### src/rtl/elevator_car_controller.sv
// Elevator car controller: latches call buttons, steps the car one floor at a time
// toward pending requests, and times the door at each served floor.
module elevator_car_controller #(
  parameter int NUM_FLOORS    = 6,
  parameter int TRAVEL_CYCLES = 4,
  parameter int DOOR_CYCLES   = 3
) (
  input  logic                  Clock,
  input  logic                  Reset,
  input  logic [NUM_FLOORS-1:0] callButtons,
  input  logic                  Up,
  input  logic                  Down,
  input  logic                  holdDoor,
  output logic [NUM_FLOORS-1:0] currentFloor,
  output logic [NUM_FLOORS-1:0] inputfloors,
  output logic                  doorOpen,
  output logic                  moving
);

  localparam int CMAX = (TRAVEL_CYCLES > DOOR_CYCLES) ? TRAVEL_CYCLES : DOOR_CYCLES;
  localparam int CW   = (CMAX > 1) ? $clog2(CMAX) : 1;
  localparam logic [CW-1:0]         TRAVEL_LAST = CW'(TRAVEL_CYCLES - 1);
  localparam logic [CW-1:0]         DOOR_LOAD   = CW'(DOOR_CYCLES - 1);
  localparam logic [NUM_FLOORS-1:0] ONE_F       = NUM_FLOORS'(1);

  typedef enum logic [1:0] {IDLE, MOVING, DOOR_OPEN} state_t;

  // All controller state in one struct so checkers can bind to ctl_q directly.
  typedef struct packed {
    state_t        state;
    logic          dir_up;
    logic [CW-1:0] cnt;
  } ctl_t;

  ctl_t                  ctl_q, ctl_d;
  logic [NUM_FLOORS-1:0] cur_d;
  logic [NUM_FLOORS-1:0] req_d;
  logic [NUM_FLOORS-1:0] clear_mask;

  // Floors strictly above / below a one-hot position.
  function automatic logic [NUM_FLOORS-1:0] above_of(input logic [NUM_FLOORS-1:0] f);
    return ~((f << 1) - ONE_F);
  endfunction

  function automatic logic [NUM_FLOORS-1:0] below_of(input logic [NUM_FLOORS-1:0] f);
    return f - ONE_F;
  endfunction

  always_comb begin
    ctl_d = ctl_q;
    cur_d = currentFloor;
    case (ctl_q.state)
      IDLE: begin
        if (|(inputfloors & currentFloor)) begin
          ctl_d.state = DOOR_OPEN;
          ctl_d.cnt   = DOOR_LOAD;
        end else if (Up && |(inputfloors & above_of(currentFloor))) begin
          ctl_d.state  = MOVING;
          ctl_d.dir_up = 1'b1;
          ctl_d.cnt    = '0;
        end else if (!Up && Down && |(inputfloors & below_of(currentFloor))) begin
          ctl_d.state  = MOVING;
          ctl_d.dir_up = 1'b0;
          ctl_d.cnt    = '0;
        end
      end
      MOVING: begin
        if (ctl_q.cnt == TRAVEL_LAST) begin
          if (ctl_q.dir_up && !currentFloor[NUM_FLOORS-1]) cur_d = currentFloor << 1;
          else if (!ctl_q.dir_up && !currentFloor[0])      cur_d = currentFloor >> 1;
          ctl_d.cnt = '0;
          // A press landing on the arrival edge still stops the car here.
          if (|((inputfloors | callButtons) & cur_d)) begin
            ctl_d.state = DOOR_OPEN;
            ctl_d.cnt   = DOOR_LOAD;
          end else if (ctl_q.dir_up ? |(inputfloors & above_of(cur_d))
                                    : |(inputfloors & below_of(cur_d))) begin
            ctl_d.state = MOVING;
          end else begin
            ctl_d.state = IDLE;
          end
        end else begin
          ctl_d.cnt = ctl_q.cnt + 1'b1;
        end
      end
      DOOR_OPEN: begin
        if (holdDoor || |(callButtons & currentFloor)) ctl_d.cnt = DOOR_LOAD;
        else if (ctl_q.cnt == '0)                      ctl_d.state = IDLE;
        else                                           ctl_d.cnt = ctl_q.cnt - 1'b1;
      end
      default: ctl_d.state = IDLE;
    endcase
    // The served floor is cleared on entry to and while in DOOR_OPEN; clear beats set there.
    clear_mask = (ctl_d.state == DOOR_OPEN) ? cur_d : '0;
    req_d      = (inputfloors | callButtons) & ~clear_mask;
  end

  always_ff @(posedge Clock or posedge Reset) begin
    if (Reset) begin
      ctl_q        <= '{state: IDLE, dir_up: 1'b1, cnt: '0};
      currentFloor <= ONE_F;
      inputfloors  <= '0;
      doorOpen     <= 1'b0;
      moving       <= 1'b0;
    end else begin
      ctl_q        <= ctl_d;
      currentFloor <= cur_d;
      inputfloors  <= req_d;
      doorOpen     <= (ctl_d.state == DOOR_OPEN);
      moving       <= (ctl_d.state == MOVING);
    end
  end

endmodule

### config.mk
export PLATFORM = sky130hd
export DESIGN_NAME = elevator_car_controller
export DESIGN_NICKNAME = d
export VERILOG_FILES = /design/src/rtl/elevator_car_controller.sv
export SDC_FILE = /design/constraint.sdc
export NUM_CORES = 1
export LEC_CHECK = 0
export CAP_MARGIN = 20
export CORE_ASPECT_RATIO = 1.4
export CORE_MARGIN = 3
export CORE_UTILIZATION = 58
export DETAILED_ROUTE_END_ITERATION = 6
export PLACE_DENSITY_LB_ADDON = 0.25
export SYNTH_ARGS = -nofsm -noshare
export SYNTH_HDL_FRONTEND = slang
export SYNTH_SLANG_ARGS = --single-unit
### constraint.sdc
create_clock -name Clock -period 7.3 [get_ports Clock]
set_input_delay 1.095 -clock Clock [delete_from_list [all_inputs] [get_ports Clock]]
set_output_delay 1.095 -clock Clock [all_outputs]
set_load 0.01 [all_outputs]
==> results of run 1 <==
power groups by stage:
stage | sequential [uW] | clock [uW] | combinational [uW]
after CTS | 121 | 56.5 | 92.2
after global routing | 122 | 61.2 | 99.3
after floorplan | 123 | 0 | 61.7
final | 121 | 54.8 | 92.8
after detailed placement | 123 | 0 | 92.0
after global placement | 122 | 0 | 87.5
flip-flops by register name, summed over array words and instances, names as in the netlist:
| name | cells |
|---|---|
| doorOpen | 1 |
| inputfloors | 6 |
| ctl_q | 5 |
| currentFloor | 6 |
| moving | 1 |
critical path: stages, from the launching register on:
cell and delay (ns):
dfrtp_1 0.68, mux2_2 0.40, a221oi_1 0.52, ha_1 0.21, inv_1 0.05, a221oi_1 0.31
o221ai_1 0.16, a221o_1 0.33, a31oi_4 0.36, a31oi_1 0.14
layout make-up:
| type | instances | area (um^2) |
|---|---|---|
| clock buffers | 3 | 22.5 |
| multi-input cells | 134 | 980 |
| repair buffers | 24 | 240 |
| well taps | 34 | 42.5 |
| fillers | 197 | 668 |
| flip-flops and latches | 19 | 478 |
| inverters | 16 | 60.1 |
| clock inverters | 1 | 5.00 |
logic make-up after synthesis:
logic type	Yosys count	share of synthesized area (%)
AOI/OAI and AO/OA	60	28.5
and+or+nand+nor	47	15.2
buffers and inverters	27	7.54
DFF	19	30.3
muxes	12	7.94
adders and majority gates	9	7.14
xor gates and xnor gates	6	3.33
through the flow:
stage               instances  setup WS, ns  total power (uW)  util (%)  area (um^2)
finish                    231          4.01               269      73.2         1830
detailed placement        227          4.00               215      72.1         1800
CTS                       231          4.04               270      73.2         1830
global route              231          3.83               283      73.2         1830
floorplan                 180          4.52               184         -         1580
global placement          227          4.07               210      72.1         1800
metal layers:
| layer | share of wire, % | wire (um) |
|---|---|---|
| met3 | 6.1 | 258 |
| met5 | 0 | 0 |
| met4 | 3.3 | 140 |
| met2 | 52 | 2220 |
| met1 | 39 | 1640 |
Yosys cell counts, types with 3 or more instances:
master     n
nand2_1   19
dfrtp_1   17
inv_1     16
o21ai_0   16
nor2_1    11
ha_1       9
a31oi_1    8
mux2i_1    8
buf_2      7
a221oi_1   5
a21oi_1    4
mux2_2     4
xnor2_1    4
a22oi_1    3
nor3b_1    3
o221ai_1   3
worst min-delay path by stage:
| stage | endpoint | from |
|---|---|---|
| finish | ctl_q[1]$_DFFE_PP0P_ | ctl_q[1]$_DFFE_PP0P_ |
| global route | ctl_q[1]$_DFFE_PP0P_ | ctl_q[1]$_DFFE_PP0P_ |
| CTS | ctl_q[1]$_DFFE_PP0P_ | ctl_q[1]$_DFFE_PP0P_ |
| detailed placement | ctl_q[1]$_DFFE_PP0P_ | ctl_q[1]$_DFFE_PP0P_ |
| global placement | ctl_q[1]$_DFFE_PP0P_ | ctl_q[1]$_DFFE_PP0P_ |
| floorplan | ctl_q[1]$_DFFE_PP0P_ | ctl_q[1]$_DFFE_PP0P_ |
==> reports/results.txt, run 1 <==
The flow ran to the end, and the final reports show no timing, DRC or antenna violations. The cell count after synthesis came out at 180. After detailed routing, the number of vias per cell comes to 6.41. Tracing the worst setup path back leads to its startpoint at currentFloor[5]$_DFF_PP0_. Setup total negative slack on the finished layout was measured at 0 ns. For this run, the total global-route usage over all layers was measured as 27.7%. After floorplanning, the core was divided into 21 placement rows. IR analysis of the VDD net gives a maximum drop of 106 uV. Once the floorplan was initialized, standard cells occupied 63.2% of the core. Entering global routing, the biggest net connects 20 pins.

For the deepest clock path buffer count, the log shows 2. STA classifies the critical path endpoint as a flip-flop. The top achievable clock speed came out at 304 MHz. Clock tree synthesis found a total of 19 sinks. The headroom to the max-slew limit was 51.2%; the highest net fanout along the worst path was 15.

The met3 usage in global routing came out at 3.09%. Sequential cells burn 45.1% of the power. The ratio of final minimum period to clock period is 45.1%, and the post-DP HPWL is 3170 um. Setup repair after global routing left no endpoint under its margin.

Leaving out fill and tap cells, the most frequent cells in the layout are clkdlybuf4s50_1, nand2_1, dfrtp_1. The run gives 48.9% as the met2 routing resource usage after global routing. The critical path class is reg -> reg. Clock slew at the register clock pins of the worst setup and hold paths: 0.11 ns.

The run gives 1 as the depth of the CTS H-tree. The logs give 7060 um for the first-pass GRT wire length and 0 for the number of diodes added for antenna fixing. The global routing stage identified its most utilized layer as met2. In this run the static leakage power is 0.000728 uW. Between clock sinks in the finished design, the worst skew comes to 0.00335 ns. The remaining antenna violation count was 0; the first-iteration detailed-routing DRC count was 93.

The clock network fraction of design power came out at 20.4%. Of all cell types, the one taking the most synthesized area is dfrtp_1. The global routing met1 resource utilization is 32.9%.

Layout cell share with drive strength beyond 1: 11.7%. In this run the critical register-to-register path is captured at inputfloors[2]$_DFF_PP0_. The tools report the beginning of the worst register-to-register path as currentFloor[5]$_DFF_PP0_. The number of stages on the worst hold path came out at 2.

The post-synthesis net count is 200, and the final estimated routing congestion in global placement is 0.907. The total congestion overflow was 0. The internal power consumption is 175 uW, and the number of gates given a new drive strength after cts is 0. In this run the post-CTS setup repair buffer count came out at 0. The floorplan step defined a core boundary enclosing 0.00250 mm^2. The via count was 1,481. For the pin with the worst max-slew slack, the measured transition is 0.732 ns. The share of synthesized flip-flops with an asynchronous set or reset is 100%. The critical path startpoint category was a flip-flop. The die is 67.7 um tall. The pre-antenna-repair detailed-routing pass consisted of 5 iterations. Max-cap violations in this run came to 0.

Compared with the post-synthesis result, the final layout area differs by 16.0%. After the last flow step, the layout net total stands at 218. The minimum period implied by the final worst setup slack is 3.29 ns. The tools report the number of global-route vias before repair as 1,529.

At the worst endpoint, the arrival time is 3.46 ns. The count of endpoints failing hold in the final timing report came out at 0. In this run, CTS created clock tree buffers numbering 3. The initial antenna violation count came out at 0. Counting flops with a built-in enable in the synthesized netlist gives 0. Wires add up to 4260 um. The logs give 0 for the final setup violation count and 0 for the number of pins exceeding their max-slew limit in the final report. For this run, the leading register cell type out of synthesis is dfrtp_1. The area enclosed by the die boundary was 0.00339 mm^2; the post-detailed-route DRC marker count was 0. Ranked by total cell area, the synthesized netlist is headed by dfrtp_1, ha_1, mux2i_1.

The register area share after synthesis came out at 30.3%. Buffers placed on the I/O ports in this run total 24. The post-synthesis sequential element count was 19. The worst hold path belongs to the class reg -> reg. After clock tree synthesis, the flow added hold-fix buffers numbering 0. Data on the critical path is required at its endpoint by 7.47 ns.

In this run switching power makes up 34.9% of total power. The mapped netlist covers 0.00158 mm^2. Number of ports placed on the die boundary: 25.

The end point of the critical path was inputfloors[2]$_DFF_PP0_. The minimum setup slack among reg-to-reg paths is 4.01 ns, and the worst hold margin is 0.583 ns. Measured along the x axis, the die boundary spans 50.1 um.

Number of cells traversed by the worst register-to-register path: 9. In this run the power spent charging and discharging nets is 93.9 uW. TritonCTS built the clock tree. In this run the biggest area consumer among cell types represents 27.0% of the synthesized area. Power spread over the standard cell area amounts to 147 mW/mm^2. In this run, distinct cell masters in the synthesized netlist total 47.

Library cell used as clock root buffer: clkbuf_4. Dividing the detail-routed wire length by the instance count gives 18.4 um. The source-to-sink clock delay at the later pin of the worst-skew pair is 0.30 ns.

The synthesis warning total was 0; the average cell area after synthesis was 8.76 um^2. Per report_power, the combinational group accounts for 34.5% of the total. Leaving out fill and tap cells, the most frequent cell in the layout is clkdlybuf4s50_1.
Note: power is estimated with default switching activity, not from simulation.
==> run 2, diff against run 1 <==
- CORE_UTILIZATION: 58 -> 54
- clock period: 7.3 -> 3.2 ns (I/O delays scaled with it)
==> run 2 against run 1 <==
Compared with the run above: count of clock-buffer cells in the layout is the same; register-to-register slack lost 3.8 ns; global-route usage shrank 2.7 points; first-iteration DRC count shrank 49%; clock power grew 130%; critical path type unchanged; fmax grew 10%; cell area grew 2.2%; sequential power grew 130%; die area grew 6.6%; worst hold slack lost 0.0074 ns; combinational power grew 130%; critical endpoint is now inputfloors[3]$_DFF_PP0_.
==> reports/results.txt, run 2 (same netlist as run 1, synthesis figures left out) <==
For the top achievable clock speed, the log shows 334 MHz (was 304 MHz). The highest net fanout along the worst path was 16 (was 15). The tools report the library cell used as clock root buffer as clkbuf_4 (unchanged). The global routing usage summed across all routing layers is 25.0% (was 27.7%). For the number of non-filler instances in the completed layout, the log shows 238 (was 231). The detail-routed via count per cell was 6.29 (was 6.41); the wire length per cell was 18.3 um (was 18.4 um). The area enclosed by the die boundary was 0.00361 mm^2 (was 0.00339 mm^2). The logs give 3 (unchanged) for the number of CTS-inserted buffers and 0.30 ns (about the same) for the source-to-sink clock delay at the later pin of the worst-skew pair. The run gives 19 (unchanged) as the number of sinks on the clock net. The final critical-path setup slack came out at 0.207 ns (was 4.01 ns).

The critical path startpoint category is a flip-flop (unchanged). The final setup violation count is 0 (unchanged). The most frequent standard cell in the layout excluding fill and tap cells is clkdlybuf4s50_1 (unchanged).

The via count is 1,496 (was 1,481). The tools report the number of maximum-capacitance violations as 0 (unchanged). The tools report the overall routed net length as 4360 um (was 4260 um).

Setup repair after global routing left no endpoint under its margin. For the final net count, the log shows 223 (was 218). The critical path class is reg -> reg (unchanged). The required time reported for the critical path endpoint was 3.37 ns (was 7.47 ns); the chip width was 51.7 um (was 50.1 um). The overall power consumption is 614 uW (was 269 uW), and the first-pass GRT wire length is 7050 um (was 7060 um). The post-CTS setup repair buffer count was 0 (unchanged); the minimum period implied by the final worst setup slack was 2.99 ns (was 3.29 ns). The number of detailed-route iterations in the first pass was 5 (unchanged). The number of gates given a new drive strength after cts is 0 (unchanged), and the ratio of final minimum period to clock period is 93.5% (was 45.1%).

The slew at the pin closest to its max-slew limit works out to 0.752 ns (was 0.732 ns). The die boundary height was 69.9 um (was 67.7 um); the final estimated routing congestion in global placement was 0.883 (was 0.907). The tools report the number of global-route vias before repair as 1,502 (was 1,529). The initial core utilization is 58.4% (was 63.2%), and the number of core rows is 22 (was 21). The number of pins exceeding their max-slew limit in the final report was 0 (unchanged); the peak supply drop was 251 uV (was 106 uV). Biggest registers after layout: currentFloor (6), inputfloors (6), ctl_q (5) (unchanged). The number of stages on the worst hold path is 2 (unchanged), and the deepest clock path buffer count is 2 (unchanged).

The flow ran to the end, and the final reports show no timing, DRC or antenna violations. Leading cell types in the layout, fill and taps excluded: clkdlybuf4s50_1, nand2_1, dfrtp_1 (unchanged). Headroom to the max-slew limit: 49.8% (was 51.2%).

The logs give 0.274 ns (was 4.00 ns) for the worst slack at placement and 3.16 ns (was 3.46 ns) for the worst endpoint data arrival time. The tools report the depth of the CTS H-tree as 1 (unchanged). For the post-route setup TNS, the log shows 0 ns (unchanged).

Critical path capture point type: a flip-flop (unchanged). The run gives 0 (unchanged) as the count of endpoints failing hold in the final timing report. The cell area power density was 329 mW/mm^2 (was 147 mW/mm^2); the number of ports placed on the die boundary was 25 (unchanged).

The tools report the worst hold margin as 0.576 ns (was 0.583 ns). The logs give 3290 um (was 3170 um) for the post-DP HPWL and 0.00673 ns (was 0.00335 ns) for the worst clock skew. For the number of cells after detailed placement, the log shows 234 (was 227). The layout cell share with drive strength beyond 1 is 13.9% (was 11.7%), and the number of cells traversed by the worst register-to-register path is 10 (was 9).

The clock slew at the register clock pins of the worst setup and hold paths works out to 0.12 ns (was 0.11 ns). The number of diodes added for antenna fixing came out at 0 (unchanged). The first-iteration detailed-routing DRC count came out at 47 (was 93). The layout-stage area growth over the synthesis result is 18.5% (was 16.0%), and the maximum number of pins on one net before global-route repair is 20 (unchanged). Quantity of I/O buffers inserted on ports: 24 (unchanged). The remaining antenna violation count is 0 (unchanged), and the hold buffer count at CTS is 0 (unchanged). The tools report the total congestion overflow as 0 (unchanged). The leakage power is 0.000753 uW (was 0.000728 uW). The type of the worst min-delay path is reg -> reg (unchanged). The standard cell core area is 0.00270 mm^2 (was 0.00250 mm^2). TritonCTS built the clock tree.

The tools report the post-detailed-route DRC marker count as 0 (unchanged). The initial antenna violation count was 0 (unchanged).
[run 2: cell types whose count changed in the layout (fill, tap and decap cells not counted)]
cell	change
buf_4	+5
[run 2: stage by stage]
step,area [um^2],utilization [%]
floorplan,1580,-
global placement,1840,68.2
detailed placement,1840,68.2
CTS,1870,69.2
global route,1870,69.2
finish,1870,69.2
[run 2: path summary, 6_finish.rpt]
check                                          start                   endpoint  slack, ns
hold / removal                  ctl_q[1]$_DFFE_PP0P_       ctl_q[1]$_DFFE_PP0P_       0.58
hold reg to reg                 ctl_q[1]$_DFFE_PP0P_       ctl_q[1]$_DFFE_PP0P_       0.58
setup reg to reg           currentFloor[0]$_DFF_PP1_   inputfloors[3]$_DFF_PP0_       0.21
min in group asynchronous                      Reset  currentFloor[2]$_DFF_PP0_       0.59
setup / recovery           currentFloor[0]$_DFF_PP1_   inputfloors[3]$_DFF_PP0_       0.21
max in group asynchronous                      Reset           moving$_DFF_PP0_       2.14
[run 2: power breakdown]
part / leakage, uW / internal [uW] / switching (uW) / total (uW)
combinational: 0.000512 / 91.6 / 120 / 212
sequential: 0.000223 / 260 / 15.5 / 276
clock: 0.0000177 / 46.6 / 79.9 / 127
total: 0.000753 / 399 / 215 / 614
[run 2: layout make-up]
| cell class | count | area [um^2] |
|---|---|---|
| Clock buffer | 3 | 22.5 |
| Clock inverter | 1 | 5.00 |
| Multi-Input combinational cell | 134 | 980 |
| Tap cell | 36 | 45.0 |
| Sequential cell | 19 | 478 |
| Inverter | 16 | 60.1 |
| Timing Repair Buffer | 29 | 278 |
| Fill cell | 235 | 830 |
[run 2: routing by layer]
layer / vias to the layer above / track usage (%) / routed length [um]
li1: 708 / - / -
met1: 726 / 31.8 / 1740
met2: 52 / 43.8 / 2360
met3: 10 / 2.13 / 185
met4: 0 / 7.29 / 76
met5: - / 0 / 0
[run 2: worst max-delay path: stages (launching register included)]
cell	delay, ns
dfstp_2	0.75
nand2_1	0.14
a21oi_1	0.26
inv_1	0.09
ha_1	0.28
inv_1	0.04
a221oi_1	0.29
o221ai_1	0.17
a221o_1	0.32
a31oi_4	0.37
a31oi_1	0.15
==> run 3, diff against run 2 <==
- CELL_PAD_IN_SITES_DETAIL_PLACEMENT: not set -> 1
- CELL_PAD_IN_SITES_GLOBAL_PLACEMENT: not set -> 1
- CORE_UTILIZATION: 54 -> 40
==> run 3 against run 2 <==
Compared with the run above: wire length grew 15%; global-route usage is 2.2 points lower; clock power increased by 36%; combinational power barely moved; sequential cell count stayed put; clock skew shrank 0.0048 ns; largest power group unchanged.
==> reports/results.txt, run 3 (same netlist as run 1, synthesis figures left out) <==
The flow ran to the end, and the final reports show no timing, DRC or antenna violations. The tools report the first element of the critical path as currentFloor[0]$_DFF_PP1_ (unchanged). The tools report the critical path capture point type as a flip-flop (unchanged).

The slew at the pin closest to its max-slew limit works out to 0.779 ns (was 0.752 ns). The detailed route wirelength on metal2 is 2770 um (was 2360 um). The layout-stage area growth over the synthesis result works out to 20.2% (was 18.5%). The detailed-routed wire length on met3 is 164 um (was 185 um), and the number of ports placed on the die boundary is 25 (unchanged). The minimum setup slack among reg-to-reg paths is 0.21 ns (about the same). The number of detailed-route iterations in the first pass was 4 (was 5). The tools report the number of diodes added for antenna fixing as 0 (unchanged).

The detail-routed via count per cell was 6.33 (was 6.29); the hold buffer count at CTS was 0 (unchanged). The logs give 482 um^2 (was 478 um^2) for the area taken by flip-flops and latches and 0.00189 mm^2 (was 0.00187 mm^2) for the design area. The logs give 0 (unchanged) for the number of pins exceeding their max-slew limit in the final report and 48.0% (was 49.8%) for the headroom to the max-slew limit. The ratio of final minimum period to clock period is 93.4% (was 93.5%), and the via count is 1,538 (was 1,496).

The remaining antenna violation count is 0 (unchanged), and the count of endpoints failing hold in the final timing report is 0 (unchanged). The critical path class was reg -> reg (unchanged). The run gives 55 (was 47) as the first-iteration detailed-routing DRC count. The required time reported for the critical path endpoint was 3.31 ns (was 3.37 ns); the total congestion overflow was 0 (unchanged). The clock slew at the register clock pins of the worst setup and hold paths came out at 0.08 ns (was 0.12 ns). Standard cell core area: 0.00371 mm^2 (was 0.00270 mm^2). The tools report the endpoint of the lowest-slack register-to-register path as inputfloors[1]$_DFF_PP0_ (was inputfloors[3]$_DFF_PP0_). The number of cells traversed by the worst register-to-register path is 10 (unchanged). Library cell used as clock root buffer: clkbuf_8 (was clkbuf_4). Minimum period implied by the final worst setup slack: 2.99 ns (about the same). The run gives 0 ns (unchanged) as the post-route setup TNS. The final estimated routing congestion in global placement came out at 0.940 (was 0.883). The standard cell area after detailed placement is 0.00184 mm^2 (unchanged).

The worst clock skew came out at 0.00189 ns (was 0.00673 ns). The logs give 0.571 ns (was 0.576 ns) for the worst hold margin and 0.000756 uW (was 0.000753 uW) for the leakage power. For the final net count, the log shows 222 (was 223). The logs give 0 (unchanged) for the final setup violation count and 0 (unchanged) for the initial antenna violation count. The highest routed metal layer is met4 (unchanged).

The area enclosed by the die boundary was 0.00474 mm^2 (was 0.00361 mm^2). The filler cell count was 456 (was 235). The most frequent standard cell in the layout excluding fill and tap cells is clkdlybuf4s50_1 (unchanged).

The run gives 239 (was 234) as the number of cells after detailed placement. The number of non-filler instances in the completed layout is 243 (was 238), and the die boundary height is 80.3 um (was 69.9 um). The worst endpoint data arrival time is 3.10 ns (was 3.16 ns). For the overall power consumption, the log shows 660 uW (was 614 uW). The run gives 335 MHz (was 334 MHz) as the top achievable clock speed.

Biggest registers after layout: currentFloor (6), inputfloors (6), ctl_q (5) (unchanged). The first-pass GRT wire length is 8170 um (was 7050 um), and the deepest clock path buffer count is 2 (unchanged). The chip width was 59.1 um (was 51.7 um). The type of the worst min-delay path is reg -> reg (unchanged). The run gives 0 (unchanged) as the post-CTS setup repair buffer count.

The run gives 5010 um (was 4360 um) as the overall routed net length. Leading cell types in the layout, fill and taps excluded: clkdlybuf4s50_1, nand2_1, dfrtp_1 (unchanged). TritonCTS built the clock tree.

The quantity of I/O buffers inserted on ports was 24 (unchanged). The number of CTS-inserted buffers is 3 (unchanged). The peak supply drop is 283 uV (was 251 uV), and the cell area power density is 348 mW/mm^2 (was 329 mW/mm^2). The number of maximum-capacitance violations was 0 (unchanged); the number of core rows was 26 (was 22).

The number of global-route vias before repair was 1,670 (was 1,502); the area occupied by multi-input gates was 983 um^2 (was 980 um^2). The maximum number of pins on one net before global-route repair came out at 20 (unchanged). The tools report the critical path startpoint category as a flip-flop (unchanged). The post-detailed-route DRC marker count is 0 (unchanged), and the global routing usage summed across all routing layers is 22.8% (was 25.0%). The number of sinks on the clock net is 19 (unchanged), and the number of gates given a new drive strength after cts is 0 (unchanged). The wire length per cell works out to 20.6 um (was 18.3 um). The routed length on met1 is 1980 um (was 1740 um). The depth of the CTS H-tree is 1 (unchanged). The layout cell share with drive strength beyond 1 was 13.9% (about the same). The run gives 3840 um (was 3290 um) as the post-DP HPWL. The highest net fanout along the worst path is 16 (unchanged), and the source-to-sink clock delay at the later pin of the worst-skew pair is 0.26 ns (was 0.30 ns).

End point of the critical path: inputfloors[1]$_DFF_PP0_ (was inputfloors[3]$_DFF_PP0_). The beginning of the worst register-to-register path was currentFloor[0]$_DFF_PP1_ (unchanged). The tools report the initial core utilization as 42.5% (was 58.4%).
run 3: worst min path at each step:
stage                          from              endpoint  slack (ns)  cells past startpoint
2_1_floorplan                 Reset  ctl_q[0]$_DFFE_PP0P_        0.43                      1
3_3_place_gp   ctl_q[1]$_DFFE_PP0P_  ctl_q[1]$_DFFE_PP0P_        0.56                      2
3_5_place_dp   ctl_q[1]$_DFFE_PP0P_  ctl_q[1]$_DFFE_PP0P_        0.57                      2
4_1_cts        ctl_q[1]$_DFFE_PP0P_  ctl_q[1]$_DFFE_PP0P_        0.58                      2
5_1_grt        ctl_q[1]$_DFFE_PP0P_  ctl_q[1]$_DFFE_PP0P_        0.60                      2
6_report       ctl_q[1]$_DFFE_PP0P_  ctl_q[1]$_DFFE_PP0P_        0.57                      2
run 3: layout make-up:
cell class                      instances  share of cell area [%]
Clock inverter                          1                   0.264
Sequential cell                        19                    25.4
Multi-Input combinational cell        134                    51.9
Timing Repair Buffer                   28                    14.3
Clock buffer                            3                    2.18
Tap cell                               42                    2.77
Inverter                               16                    3.17
run 3: per-layer routing:
metal | up-vias | global-route usage, %
li1 | 703 | -
met1 | 782 | 23.8
met2 | 41 | 43.8
met3 | 12 | 3.38
met4 | 0 | 8.84
met5 | - | 0
run 3: worst max-delay path, stage by stage, from the launching register on:
cell and delay, ns:
dfstp_4 0.73, nand2_1 0.14, a21oi_2 0.24, inv_1 0.09, ha_1 0.28, inv_1 0.05
a221oi_1 0.28, o221ai_1 0.17, a221o_1 0.32, a31oi_4 0.36, a31oi_1 0.16
run 3: through the flow:
step | setup slack [ns] | utilization [%]
4_1_cts | 0.107 | 50.9
5_1_grt | -0.00260 | 51.1
2_1_floorplan | 0.421 | -
6_report | 0.212 | 51.1
3_5_place_dp | 0.215 | 49.6
3_3_place_gp | 0.328 | 49.6
run 3: power breakdown:
part           internal (uW)  leakage (uW)  switching (uW)
Sequential               260      0.000224            16.3
Clock                   86.7     0.0000255            86.2
Combinational           91.1      0.000506             120
Total                    438      0.000756             222
